--- config.mk ---
export PLATFORM = sky130hd
export DESIGN_NAME = fifo_umbral
export DESIGN_NICKNAME = d
export VERILOG_FILES = /design/src/rtl/fifo_umbral.sv
export SDC_FILE = /design/constraint.sdc
export NUM_CORES = 1
export LEC_CHECK = 0
export ABC_AREA = 1
export BUFFER_PORTS_ARGS = -buffer_cell sky130_fd_sc_hd__buf_4
export CORE_MARGIN = 5
export CORE_UTILIZATION = 58
export DETAILED_ROUTE_END_ITERATION = 8
export HOLD_SLACK_MARGIN = 0.06
export PLACE_DENSITY_LB_ADDON = 0.05
export SLEW_MARGIN = 20
export SYNTH_ARGS = -nofsm -noshare
export SYNTH_HDL_FRONTEND = slang
export SYNTH_SLANG_ARGS = --single-unit
export TNS_END_PERCENT = 10
--- constraint.sdc ---
create_clock -name clk -period 3.1 [get_ports clk]
set_clock_uncertainty 0.2 [all_clocks]
set_input_delay 0.62 -clock clk [delete_from_list [all_inputs] [get_ports clk]]
set_output_delay 0.62 -clock clk [all_outputs]
set_load 0.05 [all_outputs]
--- src/rtl/fifo_umbral.sv ---
// ---------------------------------------------------------------------------
// fifo_umbral
//   Single-clock FIFO with programmable almost-empty / almost-full thresholds
//   and a sticky overflow/underflow error flag. One instance per traffic
//   class; the empty and error bits feed the control FSM.
//
// Ports
//   clk           rising-edge clock
//   reset         synchronous, active-low reset
//   umbral        [3:0] low threshold, [7:4] high threshold
//   wr_en/data_in write request and payload
//   rd_en         read request
//   data_out      registered read data (holds when no read is accepted)
//   valid_out     one-cycle pulse when data_out was updated by a read
//   count         current occupancy, 0..DEPTH
//   empty/full    count == 0 / count == DEPTH
//   almost_empty  count <= umbral[3:0]
//   almost_full   count >= umbral[7:4]
//   error         sticky overflow/underflow flag, cleared only by reset
// ---------------------------------------------------------------------------
module fifo_umbral #(
  parameter int DATA_W = 6,
  parameter int ADDR_W = 3,
  parameter int CNT_W  = 4
) (
  input  logic              clk,
  input  logic              reset,
  input  logic [7:0]        umbral,
  input  logic              wr_en,
  input  logic [DATA_W-1:0] data_in,
  input  logic              rd_en,
  output logic [DATA_W-1:0] data_out,
  output logic              valid_out,
  output logic [CNT_W-1:0]  count,
  output logic              empty,
  output logic              full,
  output logic              almost_empty,
  output logic              almost_full,
  output logic              error
);

  localparam int                DEPTH   = 1 << ADDR_W;
  localparam logic [CNT_W-1:0]  DEPTH_C = CNT_W'(DEPTH);
  localparam logic [CNT_W-1:0]  CNT_ONE = CNT_W'(1);
  localparam logic [ADDR_W-1:0] PTR_ONE = ADDR_W'(1);

  logic [DATA_W-1:0] mem_q [DEPTH];

  logic [ADDR_W-1:0] wr_ptr_q, wr_ptr_d;
  logic [ADDR_W-1:0] rd_ptr_q, rd_ptr_d;
  logic [CNT_W-1:0]  count_q, count_d;
  logic [DATA_W-1:0] data_out_q, data_out_d;
  logic              valid_q, valid_d;
  logic              error_q, error_d;

  logic              empty_s, full_s;
  logic              wr_acc_s, rd_acc_s;
  logic [7:0]        count8_s;

  // Status flags decode only the registered occupancy, never the requests.
  always_comb begin
    count8_s = 8'(count_q);
    empty_s  = (count_q == {CNT_W{1'b0}});
    full_s   = (count_q == DEPTH_C);
  end

  assign count        = count_q;
  assign empty        = empty_s;
  assign full         = full_s;
  // Thresholds beyond DEPTH fall out of the plain comparisons naturally.
  assign almost_empty = (count8_s <= {4'h0, umbral[3:0]});
  assign almost_full  = (count8_s >= {4'h0, umbral[7:4]});
  assign data_out     = data_out_q;
  assign valid_out    = valid_q;
  assign error        = error_q;

  // Accept decisions and next-state computation for pointers, count and flags.
  always_comb begin
    // A write into a full FIFO is still fine when a read frees a slot.
    wr_acc_s = wr_en && (!full_s || rd_en);
    // Reads never look through to data_in, so an empty FIFO rejects them.
    rd_acc_s = rd_en && !empty_s;

    if (wr_acc_s) begin
      wr_ptr_d = wr_ptr_q + PTR_ONE;
    end else begin
      wr_ptr_d = wr_ptr_q;
    end

    if (rd_acc_s) begin
      rd_ptr_d   = rd_ptr_q + PTR_ONE;
      data_out_d = mem_q[rd_ptr_q];
    end else begin
      rd_ptr_d   = rd_ptr_q;
      data_out_d = data_out_q;
    end

    case ({wr_acc_s, rd_acc_s})
      2'b10:   count_d = count_q + CNT_ONE;
      2'b01:   count_d = count_q - CNT_ONE;
      default: count_d = count_q;
    endcase

    valid_d = rd_acc_s;

    if ((wr_en && full_s && !rd_en) || (rd_en && empty_s)) begin
      error_d = 1'b1;
    end else begin
      error_d = error_q;
    end
  end

  // Control and output registers with synchronous active-low reset.
  always_ff @(posedge clk) begin
    if (!reset) begin
      wr_ptr_q   <= {ADDR_W{1'b0}};
      rd_ptr_q   <= {ADDR_W{1'b0}};
      count_q    <= {CNT_W{1'b0}};
      data_out_q <= {DATA_W{1'b0}};
      valid_q    <= 1'b0;
      error_q    <= 1'b0;
    end else begin
      wr_ptr_q   <= wr_ptr_d;
      rd_ptr_q   <= rd_ptr_d;
      count_q    <= count_d;
      data_out_q <= data_out_d;
      valid_q    <= valid_d;
      error_q    <= error_d;
    end
  end

  // Storage array; contents are left untouched by reset since count gates reads.
  always_ff @(posedge clk) begin
    if (reset && wr_acc_s) begin
      mem_q[wr_ptr_q] <= data_in;
    end
  end

endmodule
==> metrics.cfg <==
[cts]
htree_levels = 3
cts_resized = 0
clk_latency_ns = 0.34
numCtsBuffers = 9
clkSinkCount = 66
ctsHoldBuffers = 0
root_buffer = clkbuf_8
path_clk_slew_ns = 0.07
clockBufferDepth = 2
post-cts-setup-buffers = 0
cts_tree = built

[grt]
gr-usage-met3 = 0.0503
gr-total-overflow = 0
grt_antenna_before_repair = 0
grt_pass1_vias = 2183
grt-busiest-layer = met2
grt_pass1_wl_mm = 10.6
grtUsageMet1 = 0.246
met2_usage = 0.320
grt_util_all_layers = 0.195
grt_max_degree = 27

[floorplanning]
io_pins = 34
core_area_um2 = 5170
start_util = 0.607
die-area_um2 = 6990
die_x_um = 83.6
rows = 26
dieHeight_um = 83.6

[cells_and_area]
n_fill_cell = 399
multiInputGateArea_um2 = 1020
nets = 409
layout-drive-gt1-share = 0.191
diodes = 0
syn_to_final_growth_pct = 17.1
layout.area.seq_um2 = 1800

[place]
place_ws_ns = 0.541
post-dp-hpwl_mm = 4.47
io_buffer_count = 33
globalplace.congestion = 0.866

[power_and_ir_drop]
p_leak_nw = 1.67
p_per_area_nw_per_um2 = 798
p_int_mw = 1.78
vdd_ir_drop_max_mv = 0.553
swShare = 0.394
combPwrFrac = 0.373
p_seq_frac = 0.378
p_clk_frac = 0.249
power_switching_mw = 1.16

[synthesis]
ys.flop_type = edfxtp_1
async_reset_ff_frac = 0
synth_edf_count = 48
synth_cell_types = 28
synth.top_cell.area_share = 0.459
yosys-top-cells-count = nand2_1 (76), inv_1 (61), edfxtp_1 (48)
yosysMostFrequentCell = nand2_1
synth.cell_area_um2 = 3140
ys_seq_area_frac = 0.573
synth_cells = 334
yosysTopAreaCell = edfxtp_1
syn_nets = 366
yosysWarnings = 0
syn_area_per_cell_um2 = 9.41
ys_seq_elements = 66
synth_area_leaders = edfxtp_1 (46%), dfxtp_1 (11%), nand2_1 (9.1%), inv_1 (7.3%), nand3_1 (6.4%)

[critical_path]
critPathKind = reg -> reg
ff2ff_path_depth = 12
endpoint_kind = flip-flop
r2r-start = count[3]
r2r_slack_ns = 0.56
path_max_fanout = 13
r2r-end = count[3]
worstPathRequired_ns = 3.17
worstPathArrival_ns = 2.61
worstSetupStartpointType = flip-flop

[sta]
fin_ws_ns = 0.556
min_period_ns = 2.54
hold_ws_ns = 0.268
worst_pin_slew_ns = 0.696
report.final.slew_viol_count = 0
slew_headroom = 0.534
finalSetupViolCount = 0
timing.final.crit_share = 0.821
fmax_mhz = 393
rsz0062_at_grt = no
finalHoldViolCount = 0
setup_tns_ns = 0

[outcome]
status = complete, no violations

[hold_path]
worstHoldEndpoint = data_out[4]
holdPathStages = 2
hold_path.startpoint = data_out[4]
hold_path.class = reg -> reg

[route]
drt_pass1_iterations = 4
drt-total-wl_mm = 6.49
drt-wirelength-per-cell_um = 14.4
antenna_left = 0
drc_errors = 0
vias_per_cell = 5.13
vias = 2321
drtIter0Drc = 154

[flow_run]
drv_cap = 0

flip-flops by register name, indices dropped and copies added (netlist names):
signal	count
count	4
data_out	6
rd_ptr_q	3
error	1
mem_q	48
valid_out	1
wr_ptr_q	3
logic make-up (layout without fill, tap and decap cells):
logic type,Yosys count,in the layout,share of synthesized area
AO/OA/AOI/OAI,30,30,0.0490
XOR/XNOR,1,1,0.00279
buffers and inverters,75,123,0.104
AND/OR/NAND/NOR,148,148,0.212
flip-flops,66,66,0.573
adder cells (fa/ha/maj),14,14,0.0581
how the worst max path moves through the flow:
stage | slack (ns) | start | depth (start not counted) | end
6_report | 0.56 | count[3] | 12 | count[3]
5_1_grt | 0.40 | count[0] | 7 | almost_empty
4_1_cts | 0.54 | count[1] | 5 | almost_empty
3_5_place_dp | 0.54 | rd_en | 11 | count[3]
3_3_place_gp | 0.60 | rd_en | 12 | count[3]
2_1_floorplan | -0.07 | count[0] | 4 | almost_empty
per-layer routing:
layer	wire, µm	share of wire
met2	3200	0.49
met1	2820	0.43
met4	65	0.010
met3	406	0.063
met5	0	0
worst max-delay path, cell delays in order (launching register included):
cell and delay (ns):
dfxtp_1 0.46, inv_1 0.14, nand3_2 0.12, nand2_2 0.16, inv_2 0.19, ha_1 0.24, ha_1 0.27, or2_2 0.32
nand2_1 0.08, nand3_1 0.06, nand2_1 0.06, nand2_1 0.05, a21oi_1 0.12
final cells by class:
type / instances / area share
Sequential cell: 66 / 0.490
Multi-Input combinational cell: 193 / 0.277
Clock buffer: 13 / 0.0520
Timing Repair Buffer: 42 / 0.0857
Tap cell: 70 / 0.0238
Inverter: 65 / 0.0670
Clock inverter: 3 / 0.00476
cell usage in the layout (no fill, tap or decap), types with 2 or more instances in the layout:
cell type | synthesis | layout
a21oi_1 | 17 | 17
buf_4 | 0 | 42
clkbuf_16 | 0 | 2
clkbuf_8 | 0 | 10
clkinv_1 | 1 | 2
dfxtp_1 | 18 | 18
edfxtp_1 | 48 | 48
ha_1 | 13 | 13
inv_1 | 61 | 61
inv_2 | 2 | 2
nand2_1 | 76 | 76
nand2_2 | 8 | 8
nand3_1 | 40 | 40
nand3_2 | 2 | 2
nand4_1 | 2 | 2
nor2_1 | 10 | 10
nor3_1 | 5 | 5
o21ai_0 | 9 | 9
o21ai_1 | 2 | 2
power groups by stage:
stage / clock network, mW / registers [mW] / logic, mW
global route: 0.782 / 1.12 / 1.19
detailed placement: 0 / 1.13 / 1.09
CTS: 0.744 / 1.11 / 1.10
floorplan: 0 / 1.28 / 0.671
finish: 0.732 / 1.11 / 1.09
global placement: 0 / 1.13 / 1.08
through the flow:
step | std cells | total power [mW] | instance area, µm² | utilization
5_1_grt | 452 | 3.10 | 3680 | 0.711
3_5_place_dp | 436 | 2.22 | 3470 | 0.671
4_1_cts | 452 | 2.95 | 3680 | 0.711
2_1_floorplan | 334 | 1.95 | 3150 | -
6_report | 452 | 2.94 | 3680 | 0.711
3_3_place_gp | 436 | 2.20 | 3470 | 0.671
(Power assumes the default switching activity.)
